### src/rtl/vline_irq_ctrl_if.sv
// Scanline interrupt controller bus: video line counter and IRQ latch in,
// pending/overrun flags and encoded IPL out.
interface vline_irq_ctrl_if #(
  parameter int NCH = 2,
  parameter int VW  = 9
);
  logic [VW-1:0]  vcnt;
  logic [NCH-1:0] en;
  logic [NCH-1:0] ack;
  logic [NCH-1:0] pending;
  logic [NCH-1:0] ovf;
  logic [2:0]     ipl;

  // video/CPU side that drives the controller
  modport master (
    output vcnt, en, ack,
    input  pending, ovf, ipl
  );

  // the controller itself
  modport slave (
    input  vcnt, en, ack,
    output pending, ovf, ipl
  );
endinterface

### src/rtl/vline_irq_ctrl.sv
// Parametrised scanline interrupt controller for the 68000 main-CPU board.
// Each channel pends when the line counter enters a line matching its masked
// compare pattern; pending channels are priority-encoded onto a 3-bit IPL.
//
// state    | meaning
// ---------+-----------------------------------------------------------------
// ST_PRIME | first edge after reset: capture vcnt/en, no triggers or clears
// ST_RUN   | normal per-line trigger / clear / overrun tracking
module vline_irq_ctrl #(
  parameter int                 NCH   = 2,
  parameter int                 VW    = 9,
  parameter logic [NCH*VW-1:0]  MATCH = {9'h0E0, 9'h000},
  parameter logic [NCH*VW-1:0]  MASK  = {9'h1FF, 9'h13F}
) (
  input  logic            clk,
  input  logic            reset,
  vline_irq_ctrl_if.slave irq_if
);

  typedef enum logic {
    ST_PRIME = 1'b0,
    ST_RUN   = 1'b1
  } state_t;

  state_t         state_q, state_d;
  logic [VW-1:0]  pv_q;
  logic [NCH-1:0] pen_q;
  logic [NCH-1:0] pending_q, pending_d;
  logic [NCH-1:0] ovf_q, ovf_d;
  logic [2:0]     ipl_q, ipl_d;

  logic           line_new;
  logic [NCH-1:0] trig;
  logic [NCH-1:0] clr;

  // Per-channel trigger/clear resolution and IPL encode of the current flags
  always_comb begin
    state_d   = ST_RUN;
    line_new  = (state_q == ST_RUN) && (irq_if.vcnt != pv_q);
    trig      = '0;
    clr       = '0;
    pending_d = pending_q;
    ovf_d     = ovf_q;
    ipl_d     = 3'd0;
    for (int c = 0; c < NCH; c++) begin
      trig[c] = line_new &&
                (((irq_if.vcnt ^ MATCH[c*VW +: VW]) & MASK[c*VW +: VW]) == '0);
      // the priming edge must not act on a stale previous-enable value or ack
      clr[c]  = (state_q == ST_RUN) &&
                (irq_if.ack[c] || (pen_q[c] && !irq_if.en[c]));
      if (trig[c] && irq_if.en[c]) begin
        // a fresh trigger beats a simultaneous clear; the clear only wipes ovf
        if (pending_q[c] && !clr[c]) begin
          ovf_d[c] = 1'b1;
        end
        pending_d[c] = 1'b1;
        if (clr[c]) begin
          ovf_d[c] = 1'b0;
        end
      end else if (clr[c]) begin
        pending_d[c] = 1'b0;
        ovf_d[c]     = 1'b0;
      end
      // ascending loop: highest pending channel wins
      if (pending_q[c]) begin
        ipl_d = 3'(c + 1);
      end
    end
  end

  // State, line/enable history and registered outputs
  always_ff @(posedge clk or posedge reset) begin
    if (reset) begin
      state_q   <= ST_PRIME;
      pv_q      <= '0;
      pen_q     <= '0;
      pending_q <= '0;
      ovf_q     <= '0;
      ipl_q     <= 3'd0;
    end else begin
      state_q   <= state_d;
      pv_q      <= irq_if.vcnt;
      pen_q     <= irq_if.en;
      pending_q <= pending_d;
      ovf_q     <= ovf_d;
      ipl_q     <= ipl_d;
    end
  end

  assign irq_if.pending = pending_q;
  assign irq_if.ovf     = ovf_q;
  assign irq_if.ipl     = ipl_q;

endmodule

### src/flat_wrapper.sv
// flat-port wrapper written by rule: the top's interface ports become plain ports
module vline_irq_ctrl_flat 
#(
  parameter int                 NCH   = 2,
  parameter int                 VW    = 9,
  parameter logic [NCH*VW-1:0]  MATCH = {9'h0E0, 9'h000},
  parameter logic [NCH*VW-1:0]  MASK  = {9'h1FF, 9'h13F}
)
  (clk, reset, irq_if_vcnt, irq_if_en, irq_if_ack, irq_if_pending, irq_if_ovf, irq_if_ipl);
  vline_irq_ctrl_if #(.NCH(NCH), .VW(VW)) irq_if_i ();
  input  logic clk;
  input  logic reset;
  input wire logic [$bits(irq_if_i.vcnt)-1:0] irq_if_vcnt;
  input wire logic [$bits(irq_if_i.en)-1:0] irq_if_en;
  input wire logic [$bits(irq_if_i.ack)-1:0] irq_if_ack;
  output wire logic [$bits(irq_if_i.pending)-1:0] irq_if_pending;
  output wire logic [$bits(irq_if_i.ovf)-1:0] irq_if_ovf;
  output wire logic [$bits(irq_if_i.ipl)-1:0] irq_if_ipl;
  assign irq_if_i.vcnt = irq_if_vcnt;
  assign irq_if_i.en = irq_if_en;
  assign irq_if_i.ack = irq_if_ack;
  assign irq_if_pending = irq_if_i.pending;
  assign irq_if_ovf = irq_if_i.ovf;
  assign irq_if_ipl = irq_if_i.ipl;
  vline_irq_ctrl #(.NCH(NCH), .VW(VW), .MATCH(MATCH), .MASK(MASK)) u_core (.clk(clk), .reset(reset), .irq_if(irq_if_i));
endmodule
### config.mk
export PLATFORM = sky130hd
export DESIGN_NAME = vline_irq_ctrl_flat
export DESIGN_NICKNAME = d
export VERILOG_FILES = /design/src/rtl/vline_irq_ctrl_if.sv /design/src/rtl/vline_irq_ctrl.sv /design/src/flat_wrapper.sv
export SDC_FILE = /design/constraint.sdc
export NUM_CORES = 1
export LEC_CHECK = 0
export ABC_CLOCK_PERIOD_IN_PS = 1400
export CAP_MARGIN = 20
export CORE_ASPECT_RATIO = 0.9
export CORE_MARGIN = 2
export CORE_UTILIZATION = 30
export CTS_CLUSTER_DIAMETER = 200
export DETAILED_ROUTE_END_ITERATION = 6
export GPL_TIMING_DRIVEN = 0
export RECOVER_POWER = 100
export SYNTH_ARGS = -nofsm -noshare
export SYNTH_HDL_FRONTEND = slang
export SYNTH_SLANG_ARGS = --single-unit
### constraint.sdc
create_clock -name clk -period 1.4 [get_ports clk]
set_input_delay 0.35 -clock clk [delete_from_list [all_inputs] [get_ports clk]]
set_output_delay 0.35 -clock clk [all_outputs]
set_load 0.005 [all_outputs]
==> run summary <==
Synth Flop Type - dfrtp_1
Reg2Reg Depth - 4
global-route usage over all layers - 0.0921
hold_sp - irq_if_vcnt[4]
syn_area_per_cell - 13.1 um2
sequential area share after synthesis - 0.635
DR vias/cell - 4.22
fin area - 1000 um2
CORE AREA - 2200 um2
Final #Nets - 98
max-slew violations - 0
synthesized area - 709 um2
Power Density - 877 nW/um2
htree depth - 1
Fillers - 218
share of cells above drive strength 1 - 0.160
Port Buffers - 20
vias in the first global route - 442
largest net degree at the start of global routing - 19
FFs w/ async S/R, synth - 1.00
CTS sink cnt - 18
post-route ant nets - 0
worst vdd ir - 0.000507 V
initial antenna violation count - 0
r2r startpoint - u_core.state_q
wire per inst - 10.8 um
LEAKAGE - 0.470 nW
cell count after synthesis - 54
Max clock buf depth - 2
Req. time, crit path - 1.56 ns
DRC viols - 0
min cycle time layout - 1.50 ns
critical path launch point - irq_if_vcnt[3]
total gr overflow - 0
RD Place Congestion - 0.707
r2r endpoint - u_core.irq_if.ovf[0]
Slew HR - 0.557
HPWL Detailed - 902 um
commonest non-fill, non-tap cell in the layout - dfrtp_1
crit path launch type - input port
boundary pin count - 22
path category of the worst min-delay check - input port to register
MaxCap Viol Count - 0
Clock Root Buffer - clkbuf_4
CTS Hold Bufs - 0
flops & latches, synth - 18
Slew @ Worst Pin - 0.664 ns
Crit Path Max Fanout - 4
failing checks - setup timing
First DRT Iteration DRCs - 0
# diodes - 0
Net Count, Synth - 69
final WL - 1160 um
Worst-path clk slew - 0.09 ns
first-pass GRT wire length - 1910 um
Inserted Clock Buffers - 3
Syn-to-layout area delta - 41.4%
Yosys Warn Count - 0
Rows - 16
element type at the critical path end - register
skew final - 0.00177 ns
hold violation total from the final report - 0
worst stage delay on the critical path - 0.61 ns
Die Y - 50.1 um
Die ar. - 2770 um2
slowest cell on the critical path - dlygate4sd3_1
drt pass-1 iters - 1
number of synthesized flops with an enable pin - 0
fmax - 0.665 GHz
die width - 55.3 um
Hold Path Sink - u_core.pv_q[4]
Placed Area - 943 um2
most frequent cells in the layout - dfrtp_1, xnor2_1, dlygate4sd2_1
TritonCTS clock tree - done
RSZ-0062 raised after global routing - true
Worst-Skew Late Latency - 0.28 ns
final worst slack - -0.103 ns
final worst path period share - 1.07
status - finished with violations
Worst R2R Setup Slack - -0.07 ns
Bufs and invs on worst path - 1
final setup fails - 4
Initial Utilization - 0.322
dpl ws - -0.676 ns
crit-path leading delay family - buffers and inverters
Hold Crit Depth - 1
synth unique cells - 18
Critical Path AT - 1.66 ns
kind of critical path - input port to register
Critical Path, Cell by Cell - dlygate4sd3_1, xor2_1, nor4_4, o21ai_1
via count - 456
## layout make-up
| type | count | area (um2) | area share |
|---|---|---|---|
| plain buffers | 2 | 15.0 | 0.0150 |
| clock buffers | 3 | 22.5 | 0.0224 |
| inverters | 1 | 3.75 | 0.00374 |
| multi-input cells | 33 | 264 | 0.263 |
| flip-flops and latches | 18 | 450 | 0.449 |
| well taps | 27 | 33.8 | 0.0337 |
| repair buffers | 24 | 214 | 0.213 |
## cells by family (layout without fill, tap and decap cells)
group                     Yosys count  count (layout)  share of synthesized area
and+or+nand+nor                    16              16                      0.164
buffers and inverters               3              30                     0.0264
DFF                                18              18                      0.635
AOI/OAI and AO/OA                   6               6                     0.0529
other                               2               2                     0.0106
xor gates and xnor gates            9               9                      0.111
## registers in the layout, summed over array words and instances, names as in the netlist
register / count
u_core.irq_if.ipl: 2
u_core.irq_if.ovf: 2
u_core.irq_if.pending: 2
u_core.pen_q: 2
u_core.pv_q: 9
u_core.state_q: 1
## repair_timing
| action | CTS | global route |
|---|---|---|
| setup endpoints to repair | 10 | 5 |
| gates resized for setup | 13 | 5 |
| setup buffers | 3 | 1 |
| gates cloned | 0 | 0 |
| pin swaps | 5 | 6 |
## worst max-delay path by stage
stage	end	cells past startpoint
global placement	u_core.irq_if.ovf[1]	5
detailed placement	u_core.irq_if.ovf[1]	5
finish	u_core.irq_if.ovf[1]	4
floorplan	u_core.irq_if.ovf[0]	4
CTS	u_core.irq_if.ovf[0]	4
global route	u_core.irq_if.ovf[1]	4
## metrics by stage
step | utilization | TNS, ns | power (mW) | hold WS, ns | instances
detailed placement | 0.428 | -2.69 | 0.658 | 0.440 | 101
finish | 0.456 | -0.398 | 0.880 | 0.269 | 108
global placement | 0.428 | -2.50 | 0.657 | 0.444 | 101
global route | 0.456 | -0.661 | 0.924 | 0.274 | 108
floorplan | - | -0.0359 | 0.597 | 0.289 | 54
CTS | 0.455 | -0.563 | 0.904 | 0.326 | 107
## routing by layer
layer | global-route usage | part of all wire
met1 | 0.111 | 0.44
met2 | 0.147 | 0.50
met3 | 0.0309 | 0.056
met4 | 0.0488 | 0
met5 | 0 | 0
## power breakdown
part	leakage (nW)	total, mW	switching [mW]	internal, mW
sequential	0.224	0.545	0.00735	0.537
clock	0.0138	0.236	0.136	0.0996
combinational	0.233	0.0991	0.0477	0.0514
## synthesized netlist by cell type, drive strengths merged (2+ instances only)
library cell	n	area share
conb	2	0.011
nor2b	3	0.026
buf	2	0.021
xor2	2	0.025
o21ai	5	0.035
nor4	2	0.039
nand4	2	0.018
nand2	5	0.026
dfrtp	18	0.63
xnor2	7	0.086
## worst register-to-register path: cells and delay by family, from the launching register on
family	cells	cell delay, ns
flip-flops	1	0.38
AND/OR/NAND/NOR	3	0.85
AO/OA/AOI/OAI	1	0.17
(Power assumes the default switching activity.)
